$ cat src/rtl/instr_fetch_queue_if.sv
// Fetch-side bundle: instruction-memory request/response, redirect, and the
// valid/ready delivery channel toward decode.
interface instr_fetch_queue_if #(
    parameter int INSTR_W = 18,
    parameter int ADDR_W  = 16,
    parameter int DEPTH   = 4
);
    localparam int CNT_W = $clog2(DEPTH + 1);

    logic               imem_req;
    logic [ADDR_W-1:0]  imem_addr;
    logic [INSTR_W-1:0] imem_rdata;
    logic               redirect_valid;
    logic [ADDR_W-1:0]  redirect_pc;
    logic               instr_valid;
    logic [INSTR_W-1:0] instr_o;
    logic [ADDR_W-1:0]  instr_pc;
    logic               instr_ready;
    logic [CNT_W-1:0]   queue_count;

    modport master (
        output imem_req, imem_addr, instr_valid, instr_o, instr_pc, queue_count,
        input  imem_rdata, redirect_valid, redirect_pc, instr_ready
    );

    modport slave (
        input  imem_req, imem_addr, instr_valid, instr_o, instr_pc, queue_count,
        output imem_rdata, redirect_valid, redirect_pc, instr_ready
    );
endinterface

$ cat src/rtl/instr_fetch_queue.sv
// Sequential instruction fetch with a PC-tagged FIFO toward decode and flush on redirect.
// Optional FETCH_STALL_COUNT_EN adds a saturating credit-stall cycle counter.
module instr_fetch_queue #(
    parameter int                INSTR_W  = 18,
    parameter int                ADDR_W   = 16,
    parameter int                DEPTH    = 4,
    parameter logic [ADDR_W-1:0] RESET_PC = '0
) (
    input  logic clk_i,
    input  logic reset_i,
    instr_fetch_queue_if.master bus
`ifdef FETCH_STALL_COUNT_EN
    ,
    output logic [31:0] stall_cycles_o
`endif
);
    localparam int CNT_W = $clog2(DEPTH + 1);
    localparam int PTR_W = $clog2(DEPTH);

    logic [ADDR_W-1:0]  pc_q, pc_d;
    logic [ADDR_W-1:0]  req_pc_q, req_pc_d;
    logic [CNT_W-1:0]   count_q, count_d;
    logic [PTR_W-1:0]   head_q, head_d;
    logic [PTR_W-1:0]   tail_q, tail_d;
    logic               inflight_q, inflight_d;
    logic               hold_q;
    logic [INSTR_W-1:0] instr_mem_q [DEPTH];
    logic [ADDR_W-1:0]  pc_mem_q    [DEPTH];

    logic [CNT_W:0] used;
    logic           credit_ok;
    logic           req;
    logic           push;
    logic           pop;
    logic           valid;

    // Pending response counts against capacity, so a full queue can never be overrun.
    // hold_q keeps the first post-reset cycle request-free.
    assign used      = {1'b0, count_q} + (CNT_W+1)'(inflight_q);
    assign credit_ok = !hold_q && (used < (CNT_W+1)'(DEPTH));
    assign req       = !reset_i && !bus.redirect_valid && credit_ok;
    // The response of a request issued just before a redirect returns in the
    // redirect cycle itself, so gating the write here discards it.
    assign push      = inflight_q && !reset_i && !bus.redirect_valid;
    assign valid     = !reset_i && !bus.redirect_valid && (count_q != '0);
    assign pop       = valid && bus.instr_ready;

    assign bus.imem_req    = req;
    assign bus.imem_addr   = reset_i ? RESET_PC : pc_q;
    assign bus.instr_valid = valid;
    assign bus.instr_o     = instr_mem_q[head_q];
    assign bus.instr_pc    = pc_mem_q[head_q];
    assign bus.queue_count = reset_i ? '0 : count_q;

    always_comb begin
        pc_d       = pc_q;
        req_pc_d   = req_pc_q;
        count_d    = count_q;
        head_d     = head_q;
        tail_d     = tail_q;
        inflight_d = 1'b0;
        if (bus.redirect_valid) begin
            pc_d    = bus.redirect_pc;
            count_d = '0;
            head_d  = tail_q;
        end else begin
            inflight_d = req;
            if (req) begin
                pc_d     = pc_q + 1'b1;
                req_pc_d = pc_q;
            end
            if (push) tail_d = tail_q + 1'b1;
            if (pop)  head_d = head_q + 1'b1;
            count_d = count_q + CNT_W'(push) - CNT_W'(pop);
        end
    end

    always_ff @(posedge clk_i) begin
        if (reset_i) begin
            pc_q       <= RESET_PC;
            req_pc_q   <= RESET_PC;
            count_q    <= '0;
            head_q     <= '0;
            tail_q     <= '0;
            inflight_q <= 1'b0;
            hold_q     <= 1'b1;
        end else begin
            pc_q       <= pc_d;
            req_pc_q   <= req_pc_d;
            count_q    <= count_d;
            head_q     <= head_d;
            tail_q     <= tail_d;
            inflight_q <= inflight_d;
            hold_q     <= 1'b0;
        end
    end

    always_ff @(posedge clk_i) begin
        if (push) begin
            instr_mem_q[tail_q] <= bus.imem_rdata;
            pc_mem_q[tail_q]    <= req_pc_q;
        end
    end

`ifdef FETCH_STALL_COUNT_EN
    logic [31:0] stall_q;

    always_ff @(posedge clk_i) begin
        if (reset_i) begin
            stall_q <= '0;
        end else if (!bus.redirect_valid && !credit_ok && (stall_q != '1)) begin
            stall_q <= stall_q + 1'b1;
        end
    end

    assign stall_cycles_o = stall_q;
`endif
endmodule
$ cat src/flat_wrapper.sv
// flat-port wrapper written by rule: the top's interface ports become plain ports
module instr_fetch_queue_flat 
#(
    parameter int                INSTR_W  = 18,
    parameter int                ADDR_W   = 16,
    parameter int                DEPTH    = 4,
    parameter logic [ADDR_W-1:0] RESET_PC = '0
)
  (clk_i, reset_i, bus_imem_req, bus_imem_addr, bus_instr_valid, bus_instr_o, bus_instr_pc, bus_queue_count, bus_imem_rdata, bus_redirect_valid, bus_redirect_pc, bus_instr_ready);
  instr_fetch_queue_if #(.INSTR_W(INSTR_W), .ADDR_W(ADDR_W), .DEPTH(DEPTH)) bus_i ();
  input  logic clk_i;
  input  logic reset_i;
  output wire logic [$bits(bus_i.imem_req)-1:0] bus_imem_req;
  output wire logic [$bits(bus_i.imem_addr)-1:0] bus_imem_addr;
  output wire logic [$bits(bus_i.instr_valid)-1:0] bus_instr_valid;
  output wire logic [$bits(bus_i.instr_o)-1:0] bus_instr_o;
  output wire logic [$bits(bus_i.instr_pc)-1:0] bus_instr_pc;
  output wire logic [$bits(bus_i.queue_count)-1:0] bus_queue_count;
  input wire logic [$bits(bus_i.imem_rdata)-1:0] bus_imem_rdata;
  input wire logic [$bits(bus_i.redirect_valid)-1:0] bus_redirect_valid;
  input wire logic [$bits(bus_i.redirect_pc)-1:0] bus_redirect_pc;
  input wire logic [$bits(bus_i.instr_ready)-1:0] bus_instr_ready;
  assign bus_imem_req = bus_i.imem_req;
  assign bus_imem_addr = bus_i.imem_addr;
  assign bus_instr_valid = bus_i.instr_valid;
  assign bus_instr_o = bus_i.instr_o;
  assign bus_instr_pc = bus_i.instr_pc;
  assign bus_queue_count = bus_i.queue_count;
  assign bus_i.imem_rdata = bus_imem_rdata;
  assign bus_i.redirect_valid = bus_redirect_valid;
  assign bus_i.redirect_pc = bus_redirect_pc;
  assign bus_i.instr_ready = bus_instr_ready;
  instr_fetch_queue #(.INSTR_W(INSTR_W), .ADDR_W(ADDR_W), .DEPTH(DEPTH), .RESET_PC(RESET_PC)) u_core (.clk_i(clk_i), .reset_i(reset_i), .bus(bus_i));
endmodule
$ cat config.mk
export PLATFORM = sky130hd
export DESIGN_NAME = instr_fetch_queue_flat
export DESIGN_NICKNAME = d
export VERILOG_FILES = /design/src/rtl/instr_fetch_queue_if.sv /design/src/rtl/instr_fetch_queue.sv /design/src/flat_wrapper.sv
export SDC_FILE = /design/constraint.sdc
export NUM_CORES = 1
export LEC_CHECK = 0
export CELL_PAD_IN_SITES_DETAIL_PLACEMENT = 1
export CELL_PAD_IN_SITES_GLOBAL_PLACEMENT = 2
export CORE_UTILIZATION = 43
export DETAILED_ROUTE_END_ITERATION = 12
export PLACE_DENSITY_LB_ADDON = 0.1
export SLEW_MARGIN = 30
export SYNTH_ARGS = -nofsm -noshare
export SYNTH_HDL_FRONTEND = slang
export SYNTH_SLANG_ARGS = --single-unit
$ cat constraint.sdc
create_clock -name clk_i -period 6.9 [get_ports clk_i]
set_input_delay 1.38 -clock clk_i [delete_from_list [all_inputs] [get_ports clk_i]]
set_output_delay 1.38 -clock clk_i [all_outputs]
set_load 0.02 [all_outputs]
== After elaboration in Yosys (flattened, before gate mapping) ==
Memory sizes are Yosys's and may differ from the RTL's. A register that Yosys moved wholly into a read port is not among the register bits.
Index checks and enable logic that the tools add are counted.

* Logic and storage cells: 46
* Output and inout bits: 55
* Register bits after elaboration: 41
* Memories: 2
* Bits in writable memories: 136

{| class="wikitable"
|+ Memories
! name !! depth !! width !! rd ports !! clocked after memory_dff !! wr ports !! RTL line !! RTL
|-
| u_core.instr_mem_q || 4 || 18 || 1 || 1 || 1 || instr_fetch_queue.sv:27 || <nowiki>logic [INSTR_W-1:0] instr_mem_q [DEPTH];</nowiki>
|-
| u_core.pc_mem_q || 4 || 16 || 1 || 1 || 1 || instr_fetch_queue.sv:28 || <nowiki>logic [ADDR_W-1:0] pc_mem_q [DEPTH];</nowiki>
|}

* Reductions and logical operators: 16
* Multiplexer cells: 13
* $lt $le $gt $ge: 1
* Add/subtract/negate cells: 6
* Bitwise gates (word level): 1

{| class="wikitable"
|+ Operators by type and width
! cell !! count
|-
| $mux 16 || 3
|-
| $add 16x1->16 const B || 1
|-
| $mux 2 || 6
|-
| $logic_and 1x1->1 || 7
|-
| $add 2x1->2 const B || 2
|-
| $add 3x1->4 || 1
|-
| $lt 4x3->1 const B || 1
|-
| $reduce_and 2->1 || 2
|-
| $reduce_bool 2->1 || 2
|-
| $add 3x1->3 || 1
|-
| $logic_not 1->1 || 3
|-
| $mux 1 || 3
|-
| $mux 3 || 1
|-
| $reduce_bool 3->1 || 1
|-
| $sub 3x1->3 || 1
|-
| $reduce_or 2->1 || 1
|-
| $not 1->1 || 1
|}

== Depth between registers and ports, before layout ==
Gate-level depths: netlist of run 1.

* Depth in word-level cells: 8
* Depth in mapped cells: 10
* Depth with buffers taken out: 9

== Least setup slack after synthesis of run 1 ==
No wires, ideal clock.

* Path type: input port to output port
* Start: input port reset_i
* End: output port bus_instr_valid
* Slack: 3364 ps
* Arrival time: 2156 ps
* Cell stages on the path: 3
* Path buffers: 1
* Cell sequence: nor2_1 -> clkbuf_1 -> and2_1

* Longest elaborated chain between the ends: 3

{| class="wikitable"
|+ RTL lines
! item !! RTL line !! RTL
|-
| start, declared || flat_wrapper.sv:12 || <nowiki>input logic reset_i;</nowiki>
|-
| $logic_not 1->1 || instr_fetch_queue.sv:45 || <nowiki>assign valid = !reset_i && !bus.redirect_valid && (count_q != '0);</nowiki>
|-
| $logic_and 1x1->1 (2 in a row) || instr_fetch_queue.sv:45 ||
|-
| end, declared || flat_wrapper.sv:15 || <nowiki>output wire logic [$bits(bus_i.instr_valid)-1:0] bus_instr_valid;</nowiki>
|}

No other way between the ends.

== Worst setup path after layout of run 1 ==
* Start: input port bus_redirect_valid
* End: output port bus_imem_req

* Longest elaborated chain between the ends: 3

{| class="wikitable"
|+ RTL lines
! item !! RTL line !! RTL
|-
| start, declared || flat_wrapper.sv:20 || <nowiki>input wire logic [$bits(bus_i.redirect_valid)-1:0] bus_redirect_valid;</nowiki>
|-
| $logic_not 1->1 || instr_fetch_queue.sv:41 || <nowiki>assign req = !reset_i && !bus.redirect_valid && credit_ok;</nowiki>
|-
| $logic_and 1x1->1 (2 in a row) || instr_fetch_queue.sv:41 ||
|-
| end, declared || flat_wrapper.sv:13 || <nowiki>output wire logic [$bits(bus_i.imem_req)-1:0] bus_imem_req;</nowiki>
|}

No other way between the ends.

==> out/metrics.yaml, run 1 <==
critical_path:
  critical_path_peak_fanout: 25
  worstSetupEndpointType: "primary output"
  critical-path-slowest-cell: "clkdlybuf4s50_1"
  crit_chain: "clkdlybuf4s50_1 > nor2_1 > buf_4 > nand2_1 > inv_1 > clkdlybuf4s50_1"
  critical_path_buf_inv_count: 4
  timing.critical_path.required_ns: 5.52
  r2r-end: "u_core.count_q[2]"
  critical_path.startpoint_type: "input pin"
  r2r-start: "u_core.count_q[2]"
  crit_arrival_ns: 3.30
  reg2reg_setup_slack_ns: 4.62
  rr_worst_depth: 9
  worst_path_dominant_cell_family: "buffers and inverters"
  crit_path_max_incr_delay_ns: 0.65
  critical_path.most_common_cell: "clkdlybuf4s50_1"
  crit_type: "in2out"
placed_design:
  place.detailed.instances: 725
  placed_area_um2: 8180
  gp_congestion: 0.731
  place.port_buffers: 92
  place.detailed.hpwl_um: 9010
detailed_routing:
  detail_route_antenna_nets: 0
  mean_number_of_vias_per_cell: 5.34
  route.met2.wl_um: 7010
  remaining_drc_errors: 0
  m1WireLength_um: 6850
  detailedRoute.firstIterationViolations: 146
  drtPass1Iterations: 4
  highest_layer: "met4"
  detailroute.wirelength.met3_um: 545
  route.vias.total: 4045
  wl_um: 14600
  routed_wire_length_per_instance_um: 19.2
die:
  starting_density_of_the_core: 0.443
  core.rowCount: 46
  core_um2: 16000
  chipHeight_um: 130
  io_pins: 93
  fp.dieArea_um2: 17000
  floorplan.die.width_um: 130
timing:
  final_hold_vios: 0
  worst_slew_pin_slew_ns: 0.920
  skew_ns: 0.00827
  rsz0062_at_grt: "no"
  period_needed_ns: 4.68
  finalCritPeriodShare: 0.678
  hold_ws_ns: 0.505
  max_slew_margin: 0.387
  setup_violations: 0
  slew_violations: 0
  highest_clock_rate_ghz: 0.214
  finalSetupTns_ns: 0
clocking:
  cts_buffers: 17
  clkTransAtPathRegs_ns: 0.06
  htree_levels: 4
  cts_sinks: 179
  cts_resized: 0
  cts-hold-fix-buffers: 0
  cts_post_setup_buffers_inserted: 0
  clock_tree.root_cell: "clkbuf_16"
  number_of_buffers_on_the_longest_clock_path: 2
  insertion_delay_ns: 0.42
  tritoncts: "yes"
grt:
  grt_pass1_wl_um: 23200
  first_global_vias: 4389
  gr-usage-all-layers: 0.185
  grt_max_degree: 58
  grt.overflow.total: 0
  antenna_found_initial: 0
run_status:
  outcome: "finished clean"
hold_path:
  holdPathStages: 0
  hold_path_end: "u_core.pc_mem_q[2][3]"
  hp-start: "u_core.req_pc_q[3]"
  min-delay-path-class: "reg2reg"
pwr:
  leakage_uw: 0.00283
  totalPowerFinal_uw: 2280
  power_density_nw_per_um2: 260
  vdd.ir_drop.worst_mv: 0.163
finish:
  syn2layout_area_growth_pct: 23.6
  design_area_um2: 8760
  n_antenna_cell: 0
  finalNetCount: 575
  final-instance-count-excl-fill: 757
  final_layout_size_suffix_gt1_frac: 0.133
synthesis:
  netlist.area_leader.share: 0.576
  synth_area_um2: 7090
  synth_ff_type: "edfxtp_1"
  synth-seq-area-share: 0.698
  synth-seq-cells: 179
  syn_avg_cell_area_um2: 16.0
  synth_enable_flop_cells: 136
  netlist_instances: 444
  largest_cells_by_area_after_synthesis: "edfxtp_1, dfxtp_1, mux4_2, o21ai_0, nor2b_1"
  ys_async_sr_fraction: 0
  synth_fp_nets: 491
  synth.lib_cells_used.distinct: 41
  yosysTopAreaCell: "edfxtp_1"
  number_of_warnings_issued_by_yosys: 0
job:
  max_cap_viol_count: 0
## worst max-delay path by stage
| stage | from | to | slack (ns) | cells past startpoint |
|---|---|---|---|---|
| 2_1_floorplan | reset_i | bus_instr_valid | 3.36 | 3 |
| 3_3_place_gp | bus_redirect_valid | bus_imem_req | 2.27 | 6 |
| 3_5_place_dp | bus_redirect_valid | bus_imem_req | 2.22 | 6 |
| 4_1_cts | bus_redirect_valid | bus_imem_req | 2.21 | 6 |
| 5_1_grt | bus_redirect_valid | bus_imem_req | 2.10 | 6 |
| 6_report | bus_redirect_valid | bus_imem_req | 2.22 | 6 |
## cells in the final DEF, fill, tap and decap left out, types with 10 or more instances in the layout
cell | synthesis | layout
edfxtp_1 | 136 | 136
clkdlybuf4s50_1 | 0 | 91
dfxtp_1 | 43 | 41
mux4_2 | 34 | 34
o21ai_0 | 24 | 24
nand3_1 | 22 | 22
nor2b_1 | 18 | 18
a21oi_1 | 17 | 17
clkbuf_16 | 0 | 17
nor2_1 | 15 | 15
nand2_1 | 14 | 14
inv_1 | 10 | 10
## through the flow
stage	util	setup WS, ns
2_1_floorplan	-	3.36
3_3_place_gp	0.511	2.27
3_5_place_dp	0.511	2.22
4_1_cts	0.547	2.21
5_1_grt	0.548	2.10
6_report	0.548	2.22
## kinds of logic after synthesis
group	share of synthesized area
DFF	0.698
and+or+nand+nor	0.0817
AOI/OAI and AO/OA	0.0660
buffers and inverters	0.0235
muxes	0.108
adders and majority gates	0.0169
xor gates and xnor gates	0.00618
## synthesized netlist by cell type (8+ instances only)
cell and count:
inv_1 10, nand2_1 14, nor2b_1 18, and3_1 8, o21ai_0 24, edfxtp_1 136, a21oi_1 17, a311oi_1 8
ha_1 8, dfxtp_1 43, nor2_1 15, mux4_2 34, clkbuf_1 25, nand3_1 22
## layer usage
layer  up-vias  global-route usage
met5         -                   0
met4         0              0.0723
met3        12              0.0448
met2        81               0.304
met1      2040               0.238
li1       1912                   -
## registers in the layout (all words and copies together), names as in the netlist, named ones only
register	count
u_core.inflight_q	1
u_core.hold_q	1
u_core.tail_q	2
u_core.instr_mem_q	72
u_core.req_pc_q	16
u_core.count_q	3
u_core.head_q	2
u_core.pc_q	16
u_core.pc_mem_q	64
## cell type report
cell class              count  area, um2
multi-input cells         224       1990
well taps                 216        270
flip-flops and latches    179       4950
inverters                  10       37.5
clock inverters            11        136
clock buffers              21        440
fillers                  1546       7240
repair buffers             96        946
## power breakdown
group	internal, uW	switching, uW	total, uW
Sequential	1170	19.1	1190
Clock	566	374	940
Combinational	77.6	74.3	152
Total	1810	467	2280
No activity file was read; power rests on OpenSTA's default activity.
==> run 2, diff against run 1 <==
CORE_UTILIZATION = 40   (was 43)
clock period = 4.8 ns   (was 6.9 ns; I/O delays follow)
==> out/metrics.yaml, run 2 (synthesis gave the netlist of run 1 again) <==
finish:
  area.sequential_um2: 4950  # about the same
  finalNetCount: 579  # +0.70%
  multiInputGateArea_um2: 1980  # -0.19%
  layout_commonest_cell: "edfxtp_1"
  final_layout_size_suffix_gt1_frac: 0.150  # +0.0174
  reg.largest.list: "u_core.instr_mem_q: 72 flops, u_core.pc_mem_q: 64 flops"
  n_antenna_cell: 0  # unchanged
  syn2layout_area_growth_pct: 24.9
  largest_register_ffs: 72  # unchanged
  num-fill-cells: 1666  # +7.8%
  highest_count_cells_in_the_layout_ignoring_fill_and_taps: "edfxtp_1, clkdlybuf4s50_1, dfxtp_1, mux4_2, o21ai_0"
  max_flop_register: "u_core.instr_mem_q"
  design_area_um2: 8850  # +1.0%
pwr:
  vdd.ir_drop.worst_mv: 0.215  # +32%
  pwr-share-clk: 0.421  # +0.008
  power.sequential.fraction: 0.513  # -0.008
  switching_share_of_power: 0.214  # +0.00916
  net_switching_power_uw: 713  # +53%
  p_comb_frac: 0.065  # -0.002
  p_int_uw: 2610  # +44%
  power_density_nw_per_um2: 376  # +45%
  leakage_uw: 0.00287  # +1.3%
die:
  fp.dieArea_um2: 18300  # +7.4%
  floorplan.die.width_um: 135  # +3.6%
  core.rowCount: 48  # +4.3%
  io_pins: 93  # unchanged
  starting_density_of_the_core: 0.410  # -0.0332
  core_um2: 17300  # +8.1%
  chipHeight_um: 135  # +3.6%
hold_path:
  min-delay-path-class: "reg2reg"
  hp-start: "u_core.req_pc_q[14]"
  holdPathStages: 0  # unchanged
timing:
  slew_violations: 0  # unchanged
  final_hold_vios: 0  # unchanged
  skew_ns: 0.00626  # -0.00201 ns
  worst_slew_pin_slew_ns: 0.944  # +0.0241 ns
  max_slew_margin: 0.370  # -0.0161
  rsz0062_at_grt: "no"
  finalCritPeriodShare: 0.794
  highest_clock_rate_ghz: 0.262
  finalSetupTns_ns: 0  # unchanged
  setup_violations: 0  # unchanged
  period_needed_ns: 3.81
grt:
  first_global_vias: 4348  # -0.93%
  antenna_found_initial: 0  # unchanged
  grt.overflow.total: 0  # unchanged
  grt_max_degree: 45  # -22%
  grt_pass1_wl_um: 23600  # +2.1%
  gr-usage-all-layers: 0.174  # -0.0108
detailed_routing:
  route.vias.total: 4135  # +2.2%
  remaining_drc_errors: 0  # unchanged
  routed_wire_length_per_instance_um: 19.3  # +0.62%
  wl_um: 14900  # +2.3%
  detailedRoute.firstIterationViolations: 178  # +22%
  drtPass1Iterations: 4  # unchanged
  detail_route_antenna_nets: 0  # unchanged
  mean_number_of_vias_per_cell: 5.37  # +0.50%
clocking:
  cts_sinks: 179  # unchanged
  tritoncts: "yes"
  cts_buffers: 17  # unchanged
  number_of_buffers_on_the_longest_clock_path: 2  # unchanged
  clock_tree.root_cell: "clkbuf_16"
  clkTransAtPathRegs_ns: 0.06  # about the same
  cts-hold-fix-buffers: 0  # unchanged
  insertion_delay_ns: 0.42  # about the same
  cts_post_setup_buffers_inserted: 0  # unchanged
  htree_levels: 4  # unchanged
  cts_resized: 0  # unchanged
placed_design:
  gp_congestion: 0.704  # -3.7%
  place.detailed.hpwl_um: 9180  # +1.9%
  placed_area_um2: 8220  # +0.41%
  place.port_buffers: 92  # unchanged
critical_path:
  critical-path-slowest-cell: "clkdlybuf4s50_1"
  timing.critical_path.required_ns: 3.84  # -1.68 ns
  rr_worst_depth: 5  # -4
  crit_path_max_incr_delay_ns: 0.60  # -0.05 ns
  crit_chain: "clkdlybuf4s50_1 > buf_4 > nor2_1 > nand2_1 > inv_1 > clkdlybuf4s50_1"
  r2r-start: "u_core.count_q[1]"
  crit_arrival_ns: 2.85  # -0.45 ns
  crit_type: "in2out"
  worstSetupEndpointType: "primary output"
  critical_path.most_common_cell: "clkdlybuf4s50_1"
  critical_path_peak_fanout: 13  # -48%
  critical_path.startpoint_type: "input pin"
  crit_path_start: "bus_redirect_valid"
job:
  max_cap_viol_count: 0  # unchanged
run_status:
  outcome: "finished clean"
[run 2: worst max-delay path: cells and delay by family]
| kind | cells | cell delay (ns) |
|---|---|---|
| buffers and inverters | 4 | 1.29 |
| and+or+nand+nor | 2 | 0.61 |
[run 2: routing by layer]
layer,global-route usage,share of wire
met5,0,0
met4,0.0487,0.0085
met3,0.0428,0.042
met2,0.299,0.50
met1,0.218,0.45
[run 2: per-stage QoR]
step	total power (uW)	setup slack [ns]	hold WS [ns]	util	cells
6_report	3320	0.989	0.509	0.512	770
5_1_grt	3430	0.827	0.522	0.512	770
4_1_cts	3360	0.955	0.513	0.510	769
3_5_place_dp	1960	0.966	0.498	0.475	737
3_3_place_gp	1960	0.983	0.473	0.475	737
2_1_floorplan	1850	2.01	0.454	-	444
[run 2: worst paths after layout]
path,to,slack (ns)
max,bus_imem_req,0.99
min,u_core.pc_mem_q[3][14],0.51
max reg2reg,u_core.pc_q[14],2.54
min reg2reg,u_core.pc_mem_q[3][14],0.51
[run 2: cell type report]
cell class                 instances  share of cell area
sequential                       179               0.559
tap                              225              0.0318
multi-input combinational        224               0.224
inverter                          10             0.00424
clock buffer                      17              0.0481
clock inverter                    15              0.0202
timing repair buffer             100               0.113
[run 2: power by group through the flow]
stage	Clock (uW)	Combinational (uW)	Sequential [uW]
6_report	1400	218	1710
5_1_grt	1480	234	1710
4_1_cts	1430	222	1710
3_5_place_dp	0	220	1740
3_3_place_gp	0	217	1740
2_1_floorplan	0	125	1720
==> run 3, diff against run 2 <==
clock period = 3.6 ns   (was 4.8 ns; I/O delays follow)
==> out/metrics.yaml, run 3 (synthesis gave the netlist of run 1 again) <==
die:
  starting_density_of_the_core: 0.410  # unchanged
  chipHeight_um: 135  # unchanged
  floorplan.die.width_um: 135  # unchanged
  io_pins: 93  # unchanged
  core_um2: 17300  # unchanged
  fp.dieArea_um2: 18300  # unchanged
  core.rowCount: 48  # unchanged
detailed_routing:
  routed_wire_length_per_instance_um: 19.4  # +0.12%
  wl_um: 15000  # +0.77%
  detail_route_antenna_nets: 0  # unchanged
  detailedRoute.firstIterationViolations: 177  # -0.56%
  mean_number_of_vias_per_cell: 5.30  # -1.2%
  route.vias.total: 4111  # -0.58%
  drtPass1Iterations: 4  # unchanged
  remaining_drc_errors: 0  # unchanged
finish:
  largest_register_ffs: 72  # unchanged
  reg.largest.list: "u_core.instr_mem_q: 72 flops, u_core.pc_mem_q: 64 flops"
  num-fill-cells: 1667  # +0.060%
  syn2layout_area_growth_pct: 25.6
  layout_commonest_cell: "edfxtp_1"
  max_flop_register: "u_core.instr_mem_q"
  n_antenna_cell: 0  # unchanged
  highest_count_cells_in_the_layout_ignoring_fill_and_taps: "edfxtp_1, clkdlybuf4s50_1, dfxtp_1, mux4_2, o21ai_0"
  design_area_um2: 8900  # +0.59%
  final_layout_size_suffix_gt1_frac: 0.151  # +0.000450
  finalNetCount: 584  # +0.86%
timing:
  final_hold_vios: 0  # unchanged
  slew_violations: 0  # unchanged
  finalCritPeriodShare: 0.853
  rsz0062_at_grt: "no"
  period_needed_ns: 3.07
  skew_ns: 0.00884  # +0.00258 ns
  hold_ws_ns: 0.510  # +0.00103 ns
  setup_violations: 0  # unchanged
  worst_slew_pin_slew_ns: 0.709  # -0.235 ns
  finalSetupTns_ns: 0  # unchanged
  highest_clock_rate_ghz: 0.326
  max_slew_margin: 0.515  # +0.144
critical_path:
  crit_path_max_incr_delay_ns: 0.60  # about the same
  critical-path-slowest-cell: "clkdlybuf4s50_1"
  timing.critical_path.required_ns: 2.88  # -0.96 ns
  critical_path.startpoint_type: "flip-flop"
  crit_arrival_ns: 2.35  # -0.50 ns
  crit_type: "reg2out"
  crit_chain: "ha_1 > o211a_1 > o32ai_2 > nand2_1 > inv_1 > clkdlybuf4s50_1"
  critical_path_peak_fanout: 6  # -7
  worst_path_dominant_cell_family: "buffers and inverters"
  worstSetupEndpointType: "primary output"
  critical_path_buf_inv_count: 2  # -2
grt:
  antenna_found_initial: 0  # unchanged
  grt.overflow.total: 0  # unchanged
  grt_max_degree: 45  # unchanged
  gr-usage-all-layers: 0.176  # +0.00210
  grt_pass1_wl_um: 24100  # +1.8%
  first_global_vias: 4350  # +0.046%
clocking:
  clock_tree.root_cell: "clkbuf_16"
  cts-hold-fix-buffers: 0  # unchanged
  tritoncts: "yes"
  cts_buffers: 17  # unchanged
  htree_levels: 4  # unchanged
  cts_post_setup_buffers_inserted: 0  # unchanged
  cts_sinks: 179  # unchanged
  number_of_buffers_on_the_longest_clock_path: 2  # unchanged
  clkTransAtPathRegs_ns: 0.06  # about the same
  cts_resized: 0  # unchanged
  insertion_delay_ns: 0.42  # about the same
placed_design:
  place.port_buffers: 92  # unchanged
  placed_area_um2: 8340  # +1.5%
  place.detailed.hpwl_um: 9710  # +5.8%
  gp_congestion: 0.695  # -1.3%
pwr:
  power_density_nw_per_um2: 488  # +30%
  leakage_uw: 0.00289  # +0.57%
  totalPowerFinal_uw: 4340  # +31%
  vdd.ir_drop.worst_mv: 0.275  # +28%
hold_path:
  min-delay-path-class: "reg2reg"
run_status:
  outcome: "finished clean"
job:
  max_cap_viol_count: 0  # unchanged
==> run 3: worst paths after layout <==
path	start	end	slack (ns)	depth (start not counted)
worst max-delay path	u_core.count_q[1]	bus_imem_req	0.53	6
worst min-delay path	u_core.req_pc_q[15]	u_core.pc_mem_q[0][15]	0.51	0
worst max register to register	u_core.count_q[1]	u_core.pc_q[12]	1.32	5
worst min register to register	u_core.req_pc_q[15]	u_core.pc_mem_q[0][15]	0.51	0
==> run 3: where the power goes <==
part	leakage, uW	internal, uW	switching (uW)
combinational	0.00102	156	153
sequential	0.00160	2230	30.0
clock	0.000267	1020	750
==> run 3: area by class of cell <==
cell class              count  area (um2)  area share
clock buffers              19         433      0.0486
repair buffers            105        1090       0.122
multi-input cells         224        1980       0.223
well taps                 225         282      0.0316
clock inverters            13         134      0.0150
inverters                  10        37.5     0.00422
flip-flops and latches    179        4950       0.556
==> run 3: worst reg2reg max path, cell delays in order, from the launching register on <==
cell,delay [ns]
dfxtp_1,0.38
ha_1,0.25
o211a_1,0.24
o32a_4,0.49
or4_1,0.57
a311oi_1,0.26
==> run 3: metrics by stage <==
step / utilization / cells / setup WS [ns]
finish: 0.515 / 775 / 0.531
global route: 0.515 / 775 / 0.371
CTS: 0.515 / 775 / 0.501
detailed placement: 0.482 / 743 / 0.651
global placement: 0.482 / 743 / 0.655
floorplan: - / 444 / 1.05
==> run 3: layer usage <==
layer	routed length, um	up-vias	GRT usage
met5	0	-	0
met4	197	0	0.0655
met3	523	18	0.0338
met2	7270	90	0.288
met1	7010	2064	0.232
li1	-	1939	-
